==> config.mk <==
export PLATFORM = sky130hd
export DESIGN_NAME = sfifo
export DESIGN_NICKNAME = d
export VERILOG_FILES = /design/src/rtl/sfifo_dpram.sv /design/src/rtl/sfifo.sv
export SDC_FILE = /design/constraint.sdc
export NUM_CORES = 1
export LEC_CHECK = 0
export CAP_MARGIN = 5
export CORE_ASPECT_RATIO = 2
export CORE_MARGIN = 2
export CORE_UTILIZATION = 35
export CTS_BUF_LIST = sky130_fd_sc_hd__clkbuf_2
export DETAILED_ROUTE_END_ITERATION = 10
export GPL_TIMING_DRIVEN = 0
export PLACE_DENSITY = 0.48
export SLEW_MARGIN = 20
export SYNTH_ARGS = -nofsm -noshare
export SYNTH_HDL_FRONTEND = slang
export SYNTH_SLANG_ARGS = --single-unit
==> constraint.sdc <==
create_clock -name clk -period 4.9 [get_ports clk]
set_input_delay 0.49 -clock clk [delete_from_list [all_inputs] [get_ports clk]]
set_output_delay 0.49 -clock clk [all_outputs]
set_load 0.005 [all_outputs]
==> src/rtl/sfifo_dpram.sv <==
// Simple dual-port RAM, DEPTH x WIDTH.
// Synchronous write port; registered read port whose output resets to zero.
module sfifo_dpram #(
    parameter int WIDTH  = 8,
    parameter int DEPTH  = 16,
    parameter int ADDR_W = $clog2(DEPTH)
) (
    input  logic              clk,
    input  logic              rst_n,
    input  logic              wen,
    input  logic [ADDR_W-1:0] waddr,
    input  logic [WIDTH-1:0]  wdata,
    input  logic              ren,
    input  logic [ADDR_W-1:0] raddr,
    output logic [WIDTH-1:0]  rdata
);

    logic [WIDTH-1:0] mem [DEPTH];
    logic [WIDTH-1:0] rdata_q;
    logic [WIDTH-1:0] rdata_d;

    // Storage is deliberately left out of reset.
    always_ff @(posedge clk) begin
        if (wen) begin
            mem[waddr] <= wdata;
        end
    end

    always_comb begin
        rdata_d = rdata_q;
        if (ren) begin
            rdata_d = mem[raddr];
        end
    end

    always_ff @(posedge clk or negedge rst_n) begin
        if (!rst_n) begin
            rdata_q <= '0;
        end else begin
            rdata_q <= rdata_d;
        end
    end

    assign rdata = rdata_q;

endmodule

==> src/rtl/sfifo.sv <==
// Single-clock FIFO with registered read data.
// Flags come from binary pointers carrying one extra wrap bit.
module sfifo #(
    parameter int WIDTH = 8,
    parameter int DEPTH = 16
) (
    input  logic             clk,
    input  logic             rst_n,
    input  logic             winc,
    input  logic             rinc,
    input  logic [WIDTH-1:0] wdata,
    output logic             wfull,
    output logic             rempty,
    output logic [WIDTH-1:0] rdata
);

    localparam int ADDR_W = $clog2(DEPTH);
    localparam logic [ADDR_W:0] PTR_ONE = {{ADDR_W{1'b0}}, 1'b1};

    logic [ADDR_W:0] wptr_q;
    logic [ADDR_W:0] wptr_d;
    logic [ADDR_W:0] rptr_q;
    logic [ADDR_W:0] rptr_d;
    logic            wen;
    logic            ren;

    // Equal addresses with differing wrap bits means a full lap apart.
    assign rempty = (wptr_q == rptr_q);
    assign wfull  = (wptr_q[ADDR_W] != rptr_q[ADDR_W]) &&
                    (wptr_q[ADDR_W-1:0] == rptr_q[ADDR_W-1:0]);

    assign wen = winc & ~wfull;
    assign ren = rinc & ~rempty;

    always_comb begin
        wptr_d = wptr_q;
        rptr_d = rptr_q;
        if (wen) begin
            wptr_d = wptr_q + PTR_ONE;
        end
        if (ren) begin
            rptr_d = rptr_q + PTR_ONE;
        end
    end

    always_ff @(posedge clk or negedge rst_n) begin
        if (!rst_n) begin
            wptr_q <= '0;
            rptr_q <= '0;
        end else begin
            wptr_q <= wptr_d;
            rptr_q <= rptr_d;
        end
    end

    sfifo_dpram #(
        .WIDTH  (WIDTH),
        .DEPTH  (DEPTH),
        .ADDR_W (ADDR_W)
    ) u_ram (
        .clk    (clk),
        .rst_n  (rst_n),
        .wen    (wen),
        .waddr  (wptr_q[ADDR_W-1:0]),
        .wdata  (wdata),
        .ren    (ren),
        .raddr  (rptr_q[ADDR_W-1:0]),
        .rdata  (rdata)
    );

endmodule

; ---- Word-level counts from Yosys, hierarchy flattened
; Memory sizes are Yosys's and may differ from the RTL's. A register that Yosys moved wholly into a read port is not among the register bits.
; Cells that the tools add are included.
[op_classes]
addsub = 2
n_mul = 0
div_mod_pow = 0
n_lt_le_gt_ge = 0
eq_ne = 3
shifts = 0
muxes = 2
n_bitwise = 4
n_reduce_logical = 2
[ops]
columns = op, count
row1 = "5-bit by 1-bit adder with 5-bit output, second input constant", 2
row2 = 5-bit == test, 1
row3 = 4-bit == test, 1
row4 = 1-bit AND, 2
row5 = 1-bit 2-to-1 mux, 2
row6 = 1-bit inverter, 2
row7 = 1-bit logical AND, 1
row8 = 1-bit zero test, 1
row9 = 1-bit != test, 1
[totals]
regBits = 10
latchBits = 0
ram_bits = 128
rom_bits = 0
inputBits = 12
out_inout_bits = 10
wordCells = 16
n_memories = 1
[mem_list]
columns = name, depth, width, read_ports, rd_ports_with_merged_regs, write_ports, line_no
row1 = u_ram.mem, 16, 8, 1, 1, 1, sfifo_dpram.sv:18  ; logic [WIDTH-1:0] mem [DEPTH];

; ---- Longest topological paths before layout
; Gate-level depths: netlist of run 1.
[logic_depth]
word_depth = 6
ltp_mapped = 6
ltp_nobuf = 4

; ---- Hierarchy
; A second synthesis of run 1 with hierarchy kept.
[unflattened]
hier_cells = 288
hier_area_um2 = 5893.2
[by_module_without_submodules]
columns = module, instances, cells_each, area_per_inst_um2, seq_area_each_um2
row1 = sfifo_dpram, 1, 240, 5331.4, 4043.9
row2 = sfifo, 1, 48, 561.8, 250.2

; ---- Least setup slack after synthesis of run 1
; Ideal clock, no wire load.
[synth_timing]
kind = reg2reg
from = register wptr_q[3]
to = memory u_ram.mem[3][0] (enable)
setup_time_ps = 383
t_arrival_ps = 1604
t_required_ps = 4517
slack_ps = 2913
path_stages_with_launch = 6
n_path_buf = 1
synth_period_minus_slack_ps = 1987
cell_sequence = dfrtp_1 > clkbuf_2 > xnor2_1 > nand4_4 > o211ai_1 > nor3_1
[synth_between]
elab_chain_len = 6
[synth_lines]
columns = item, line_no
row1 = "start, declared", sfifo.sv:20  ; logic [ADDR_W:0] wptr_q;
row2 = "start signal, assigned", sfifo.sv:51  ; wptr_q <= wptr_d;
row3 = 4-bit == test, sfifo.sv:30  ; (wptr_q[ADDR_W-1:0] == rptr_q[ADDR_W-1:0]);
row4 = 1-bit logical AND, sfifo.sv:29  ; assign wfull = (wptr_q[ADDR_W] != rptr_q[ADDR_W]) &&
row5 = 1-bit inverter, sfifo.sv:32  ; assign wen = winc & ~wfull;
row6 = 1-bit AND, sfifo.sv:32
row7 = 1-bit 2-to-1 mux, sfifo_dpram.sv:24  ; if (wen) begin
row8 = 1-bit 2-to-1 mux (implied by the code), sfifo_dpram.sv:25  ; mem[waddr] <= wdata;
row9 = "end, declared", sfifo_dpram.sv:18
; Parallel ways exist; a longest one is shown, timed or not.

; ---- Final worst setup path of run 1
[layout_timing]
from = register rptr_q[0]
to = output port wfull
[layout_between]
elab_chain_len = 2
[layout_lines]
columns = item, line_no
row1 = "start, declared", sfifo.sv:22  ; logic [ADDR_W:0] rptr_q;
row2 = "start signal, assigned", sfifo.sv:52  ; rptr_q <= rptr_d;
row3 = 4-bit == test, sfifo.sv:30
row4 = 1-bit logical AND, sfifo.sv:29
row5 = "end, declared", sfifo.sv:12  ; output logic wfull,
; Every way passes these cells.

==> results of run 1 <==
==> power by group through the flow <==
stage | Sequential, mW | Combinational [mW] | Clock, mW
after floorplan | 1.64 | 0.938 | 0
after global placement | 1.66 | 1.30 | 0
after CTS | 1.64 | 1.32 | 0.617
after global routing | 1.65 | 1.41 | 0.673
final | 1.63 | 1.29 | 0.586
after detailed placement | 1.67 | 1.32 | 0
==> cells by family after synthesis <==
| logic type | synth area share, % |
|---|---|
| compound gates | 3.24 |
| xor+xnor | 2.08 |
| fa+ha+maj | 1.06 |
| buf+inv | 1.99 |
| flops | 72.7 |
| mux | 15.3 |
| simple gates | 3.64 |
==> routing by layer <==
metal	track usage, %	up-vias
met4	6.43	0
met2	25.9	39
met1	15.0	1354
met5	0	-
met3	2.89	15
li1	-	1251
==> sequential cells by signal, indices dropped and copies added, names as in the netlist <==
name,count
u_ram.rdata,8
rptr_q,5
u_ram.mem,128
wptr_q,5
==> per-stage QoR <==
| stage | total power [mW] | utilization, % | area (um^2) | hold slack, ns |
|---|---|---|---|---|
| finish | 3.50 | 39.4 | 6580 | 0.231 |
| global route | 3.74 | 39.4 | 6580 | 0.192 |
| floorplan | 2.58 | - | 5900 | 0.194 |
| detailed placement | 2.99 | 38.2 | 6380 | 0.494 |
| CTS | 3.58 | 39.4 | 6570 | 0.209 |
| global placement | 2.96 | 38.2 | 6370 | 0.496 |
==> worst register-to-register path: stages (launching register included) <==
cell                       delay (ns)
sky130_fd_sc_hd__dfrtp_1         0.54
sky130_fd_sc_hd__xnor2_1         0.21
sky130_fd_sc_hd__nand4_4         0.19
sky130_fd_sc_hd__o211ai_1        0.26
sky130_fd_sc_hd__nor2b_1         0.82
==> cell usage in the layout (no fill, tap or decap), types with 2 or more instances in the layout <==
cell type                           n
sky130_fd_sc_hd__clkdlybuf4s50_1   21
sky130_fd_sc_hd__clkbuf_2          18
sky130_fd_sc_hd__clkinvlp_4         5
sky130_fd_sc_hd__clkbuf_1           4
sky130_fd_sc_hd__and2_1             3
sky130_fd_sc_hd__xnor2_1           13
sky130_fd_sc_hd__o2111ai_1          2
sky130_fd_sc_hd__dfrtp_1           18
sky130_fd_sc_hd__buf_6              3
sky130_fd_sc_hd__nor2_1             4
sky130_fd_sc_hd__buf_1              2
sky130_fd_sc_hd__ha_1               5
sky130_fd_sc_hd__inv_1              3
sky130_fd_sc_hd__nor2b_1            6
sky130_fd_sc_hd__edfxtp_1         128
sky130_fd_sc_hd__nand2_1            8
sky130_fd_sc_hd__inv_6              4
sky130_fd_sc_hd__mux4_2            23
sky130_fd_sc_hd__mux2_4             9
sky130_fd_sc_hd__mux4_1             9
sky130_fd_sc_hd__and3_1            14
sky130_fd_sc_hd__buf_2              2
sky130_fd_sc_hd__clkinv_1           3
sky130_fd_sc_hd__o211ai_1           4
sky130_fd_sc_hd__a22oi_1           16
==> cell type report <==
type | instances | area [um^2]
clock buffers | 17 | 85.1
diodes | 1 | 2.50
fillers | 1514 | 10100
multi-input cells | 122 | 1500
well taps | 207 | 259
clock inverters | 15 | 109
plain buffers | 14 | 106
repair buffers | 21 | 210
inverters | 3 | 11.3
flip-flops and latches | 146 | 4290
==> final timing paths <==
| kind | cells after the start | to | startpoint | slack, ns |
|---|---|---|---|---|
| max | 5 | wfull | rptr_q[0] | 1.98 |
| min | 1 | u_ram.rdata[0] | rst_n | 0.23 |
| max reg2reg | 4 | u_ram.mem[11][6] | rptr_q[3] | 2.55 |
| min reg2reg | 1 | u_ram.rdata[5] | u_ram.rdata[5] | 0.54 |
| max in group asynchronous | 1 | rptr_q[4] | rst_n | 4.11 |
| min in group clk | 3 | wptr_q[3] | winc | 0.48 |
==> impl_metrics.env, run 1 <==
export IMPL_synth_top_cell_area_share_pct=65.1
export IMPL_wirelength_um=11500
export IMPL_layout_area_overhead_vs_synth_pct=11.4
export IMPL_grt_first_pass_wirelength_um=17500
export IMPL_total_leakage_power_nw=2.21
export IMPL_place_gp_congestion=0.716
export IMPL_number_of_enable_flip_flop_cells_after_synthesis=128
export IMPL_synth_area_mm2=0.00590
export IMPL_placement_rows=67
export IMPL_timing_critical_path_cells="buf_6 > xnor2_1 > nand4_4 > nor2_1 > clkdlybuf4s50_1"
export IMPL_die_area_mm2=0.0180
export IMPL_final_min_clock_period_ns=2.92
export IMPL_routedWlPerCell_um=21.0
export IMPL_setup_worst_path_end_class="primary output"
export IMPL_globalRouteOverflowTotal=0
export IMPL_power_share_clock_pct=16.7
export IMPL_finish_cell_count_without_fillers=546
export IMPL_fin_nets=342
export IMPL_grt_pass1_vias=2885
export IMPL_final_period_utilization_pct=59.6
export IMPL_synthCells=285
export IMPL_track_usage_pct=14.1
export IMPL_max_slew_margin_pct=37.1
export IMPL_syn_mean_instance_area_um2=20.7
export IMPL_routed_top_layer="met4"
export IMPL_crit_path_max_incr_delay_ns=0.51
export IMPL_data_required_time_of_the_critical_path_ns=4.41
export IMPL_rsz_0062_raised_after_global_routing="no"
export IMPL_cts_repair_resize_count=0
export IMPL_placed_cells=513
export IMPL_crit_buf_inv=2
export IMPL_seq_area_frac_synth_pct=72.7
export IMPL_met3WireLength_um=237
export IMPL_worst_path_dominant_cell_family="buffers and inverters"
export IMPL_dominantRegCellSynth="sky130_fd_sc_hd__edfxtp_1"
export IMPL_finalSetupViolCount=0
export IMPL_proportion_of_register_bits_with_asynchronous_set_or_reset_after_synthesis_pct=12.3
export IMPL_count_leader_synth="sky130_fd_sc_hd__edfxtp_1"
export IMPL_placement_setup_worst_slack_ns=2.36
export IMPL_vias=2659
export IMPL_detailedRoute_firstIterationViolations=144
export IMPL_synth_area_leader_cell="sky130_fd_sc_hd__edfxtp_1"
export IMPL_met2WireLength_um=6800
export IMPL_timing_critical_path_fanout_max=10
export IMPL_ys_top_cells_by_count="128 x sky130_fd_sc_hd__edfxtp_1, 23 x sky130_fd_sc_hd__mux4_2, 18 x sky130_fd_sc_hd__dfrtp_1"
export IMPL_worst_setup_hold_path_clk_slew_ns=0.24
export IMPL_worstMarginPinSlew_ns=0.942
export IMPL_clock_sink_count=146
export IMPL_timing_max_transition_violations_final=0
export IMPL_worst_endpoint_arrival_ns=2.43
export IMPL_cts_tree="yes"
export IMPL_critical_path_slowest_cell="sky130_fd_sc_hd__clkdlybuf4s50_1"
export IMPL_ios=22
export IMPL_via_density_per_instance=4.87
export IMPL_postSynthNetCount=302
export IMPL_cts_root_buf="sky130_fd_sc_hd__clkbuf_2"
export IMPL_post_cts_setup_buffers=0
export IMPL_synthDistinctLibCells=29
export IMPL_int_power_mw=2.33
export IMPL_dp_hpwl_um=8240
export IMPL_combinational_share_of_power_pct=36.7
export IMPL_cts_made_buffers=17
export IMPL_seqPwrFrac_pct=46.6
export IMPL_cap_violations=0
export IMPL_initial_standard_cell_utilization_of_the_core_pct=35.4
export IMPL_cts_buffer_depth=2
export IMPL_pwr_density_cell_mw_per_mm2=533
export IMPL_post_route_cells_drive_above_1_share_pct=21.6
export IMPL_drt_pre_antenna_iters=4
export IMPL_fin_worst_skew_ns=0.0354
export IMPL_setup_tns_final_ns=0
export IMPL_placement_io_buffers=21
export IMPL_psw_mw=1.18
export IMPL_drt_drc_violations_left=0
export IMPL_clock_latency_ns=0.72
export IMPL_core_mm2=0.0167
export IMPL_critical_path_class="reg -> out"
export IMPL_grt_start_max_net_pins=19
export IMPL_floorplan_die_height_um=188
export IMPL_switching_share_pct=33.6
export IMPL_yosys_warnings=0
export IMPL_h_tree_level_count=4
export IMPL_wl_met1_um=4230
export IMPL_ant_nets=0
export IMPL_cts_hold_buf=0
export IMPL_status="finished clean"
export IMPL_die_width_um=95.8
export IMPL_timing_final_hold_violations=0
export IMPL_startpoint_type="register"
export IMPL_flip_flop_and_latch_count_after_synthesis=146
export IMPL_post_route_worst_setup_slack_ns=1.98
export IMPL_number_of_antenna_violations_at_the_first_check_in_global_routing=1
export IMPL_holdCritPathClass="in -> async"
export IMPL_achievable_freq_ghz=0.342
export IMPL_post_synth_main_area_contributors="sky130_fd_sc_hd__edfxtp_1 65%, sky130_fd_sc_hd__mux4_2 8.8%, sky130_fd_sc_hd__dfrtp_1 7.6%"
export IMPL_irDropWorstVdd_mv=0.146
Power figures use the tool's default switching activity.
==> run 2: changes to the inputs <==
--- a/config.mk
+++ b/config.mk
@@ -12,7 +12,7 @@
 export CTS_BUF_LIST = sky130_fd_sc_hd__clkbuf_2
 export DETAILED_ROUTE_END_ITERATION = 10
 export GPL_TIMING_DRIVEN = 0
-export PLACE_DENSITY = 0.48
+export PLACE_DENSITY = 0.49
 export SLEW_MARGIN = 20
 export SYNTH_ARGS = -nofsm -noshare
 export SYNTH_HDL_FRONTEND = slang
==> constraint.sdc (replaced) <==
create_clock -name clk -period 2.6 [get_ports clk]
set_input_delay 0.26 -clock clk [delete_from_list [all_inputs] [get_ports clk]]
set_output_delay 0.26 -clock clk [all_outputs]
set_load 0.005 [all_outputs]
==> run 2 against run 1 <==
Against the previous run: global-route usage fell by 0.16 points; hold slack better by 0.039 ns; wire length fell by 0.16%; flip-flop and latch count stayed put; register-to-register slack worse by 2.3 ns; critical path type unchanged; clock power increased by 130%; cell count is 0.92% higher; core utilization up 0.97 points; final area up 2.5%.
==> impl_metrics.env, run 2 (synthesis gave the netlist of run 1 again) <==
export IMPL_power_share_clock_pct=19.3
export IMPL_worstMarginPinSlew_ns=0.948
export IMPL_rsz_0062_raised_after_global_routing="yes"
export IMPL_core_mm2=0.0167
export IMPL_number_of_antenna_violations_at_the_first_check_in_global_routing=1
export IMPL_globalRouteOverflowTotal=0
export IMPL_critical_path_class="reg -> out"
export IMPL_worst_setup_hold_path_clk_slew_ns=0.20
export IMPL_ios=22
export IMPL_finalSetupViolCount=0
export IMPL_mostFrequentLayoutCells="128 x sky130_fd_sc_hd__edfxtp_1, 23 x sky130_fd_sc_hd__mux4_2, 20 x sky130_fd_sc_hd__clkdlybuf4s50_1"
export IMPL_crit_path_max_incr_delay_ns=0.50
export IMPL_combinational_share_of_power_pct=36.4
export IMPL_most_common_cell_after_layout_fill_and_taps_aside="sky130_fd_sc_hd__edfxtp_1"
export IMPL_h_tree_level_count=4
export IMPL_achievable_freq_ghz=0.405
export IMPL_track_usage_pct=14.0
export IMPL_grt_start_max_net_pins=19
export IMPL_detailedRoute_firstIterationViolations=150
export IMPL_startpoint_type="register"
export IMPL_layout_area_overhead_vs_synth_pct=14.1
export IMPL_placement_io_buffers=21
export IMPL_fin_nets=347
export IMPL_clock_sink_count=146
export IMPL_timing_max_transition_violations_final=0
export IMPL_pwr_density_cell_mw_per_mm2=1040
export IMPL_cts_root_buf="sky130_fd_sc_hd__clkbuf_2"
export IMPL_crit_buf_inv=2
export IMPL_cap_violations=0
export IMPL_placement_cell_area_mm2=0.00639
export IMPL_timing_critical_path_cells="buf_8 > xnor2_4 > nand4_4 > nor2_2 > clkdlybuf4s50_1"
export IMPL_cts_tree="yes"
export IMPL_timing_final_hold_violations=0
export IMPL_final_min_clock_period_ns=2.47
export IMPL_n_fill_cell=1496
export IMPL_seqPwrFrac_pct=44.3
export IMPL_worst_endpoint_arrival_ns=2.21
export IMPL_register_ranked_first_by_flip_flop_count="u_ram.mem"
export IMPL_initial_standard_cell_utilization_of_the_core_pct=35.4
export IMPL_status="finished clean"
export IMPL_wirelength_um=11500
export IMPL_psw_mw=2.21
export IMPL_postLayoutCellArea_mm2=0.00674
export IMPL_r2r_slack_ns=0.20
export IMPL_largest_register_ff_count=128
export IMPL_timing_critical_path_fanout_max=8
export IMPL_dp_hpwl_um=8230
export IMPL_critical_path_slowest_cell="sky130_fd_sc_hd__clkdlybuf4s50_1"
export IMPL_drt_drc_violations_left=0
export IMPL_vias=2710
export IMPL_grt_first_pass_wirelength_um=17400
export IMPL_postLayoutCoreUtil_pct=40.4
export IMPL_holdCritPathClass="in -> reg"
export IMPL_fin_worst_skew_ns=0.0330
export IMPL_post_route_cells_drive_above_1_share_pct=24.8
export IMPL_setup_tns_final_ns=0
export IMPL_irDropWorstVdd_mv=0.296
export IMPL_final_period_utilization_pct=95.0
export IMPL_int_power_mw=4.79
export IMPL_via_density_per_instance=4.92
export IMPL_worst_path_dominant_cell_family="buffers and inverters"
export IMPL_clock_latency_ns=0.70
export IMPL_cts_made_buffers=17
export IMPL_cts_buffer_depth=2
export IMPL_routedWlPerCell_um=20.8
export IMPL_place_gp_congestion=0.709
export IMPL_drt_pre_antenna_iters=4
export IMPL_floorplan_die_height_um=188
export IMPL_die_area_mm2=0.0180
export IMPL_grt_pass1_vias=2993
export IMPL_die_width_um=95.8
export IMPL_setup_worst_path_end_class="primary output"
export IMPL_max_slew_margin_pct=36.6
export IMPL_placement_rows=67
export IMPL_data_required_time_of_the_critical_path_ns=2.34
export IMPL_ant_nets=0
export IMPL_total_leakage_power_nw=2.32
export IMPL_switching_share_pct=31.6
-- run 2: final timing paths --
kind	startpoint	end	cells past startpoint
setup / recovery	rptr_q[0]	wfull	5
hold / removal	winc	wptr_q[3]	3
setup reg to reg	rptr_q[0]	u_ram.mem[7][2]	6
hold reg to reg	u_ram.rdata[0]	u_ram.rdata[0]	1
max in group asynchronous	rst_n	rptr_q[1]	2
min in group asynchronous	rst_n	u_ram.rdata[0]	2
-- run 2: stage by stage --
| step | hold slack, ns | setup WS (ns) | power, mW | std cells |
|---|---|---|---|---|
| floorplan | -0.0356 | 0.613 | 4.85 | 285 |
| global placement | 0.495 | -0.145 | 5.57 | 513 |
| detailed placement | 0.502 | 0.184 | 5.62 | 514 |
| CTS | 0.000108 | 0.00779 | 7.08 | 550 |
| global route | 0.242 | -0.0476 | 7.43 | 551 |
| finish | 0.269 | 0.131 | 7.00 | 551 |
-- run 2: final cells by class --
| type | instances | area [um^2] | area share, % |
|---|---|---|---|
| timing repair buffer | 27 | 260 | 3.86 |
| tap | 207 | 259 | 3.84 |
| clock inverter | 13 | 161 | 2.40 |
| multi-input combinational | 122 | 1550 | 22.9 |
| antenna | 1 | 2.50 | 0.0371 |
| clock buffer | 19 | 95.1 | 1.41 |
| inverter | 3 | 11.3 | 0.167 |
| buffer | 13 | 105 | 1.56 |
| sequential | 146 | 4300 | 63.8 |
-- run 2: worst reg2reg max path, stage by stage, from the launching register on --
cell and delay (ns):
sky130_fd_sc_hd__dfrtp_1 0.45, sky130_fd_sc_hd__buf_8 0.17, sky130_fd_sc_hd__xnor2_4 0.15, sky130_fd_sc_hd__nand4_4 0.09, sky130_fd_sc_hd__buf_4 0.15, sky130_fd_sc_hd__o211ai_1 0.23, sky130_fd_sc_hd__nor2b_1 0.79
-- run 2: power groups by stage --
stage | clock network (mW) | logic (mW) | registers, mW
after floorplan | 0 | 1.77 | 3.09
after global placement | 0 | 2.44 | 3.12
after detailed placement | 0 | 2.47 | 3.15
after CTS | 1.41 | 2.59 | 3.08
after global routing | 1.51 | 2.78 | 3.14
final | 1.35 | 2.55 | 3.10
-- run 2: layer usage --
| metal | global-route usage, % | wire length, um | up-vias |
|---|---|---|---|
| li1 | - | - | 1259 |
| met1 | 13.7 | 3980 | 1387 |
| met2 | 26.5 | 6920 | 46 |
| met3 | 3.21 | 307 | 18 |
| met4 | 6.37 | 253 | 0 |
| met5 | 0 | 0 | - |
-- run 2: timing repair --
| action | CTS | global route |
|---|---|---|
| setup endpoints to repair | 2 | 2 |
| setup buffers | 4 | 0 |
| endpoints found under the hold margin | 0 | 7 |
| gates resized for setup | 5 | 5 |
| hold buffers | 0 | 1 |
| pin swaps | 0 | 2 |
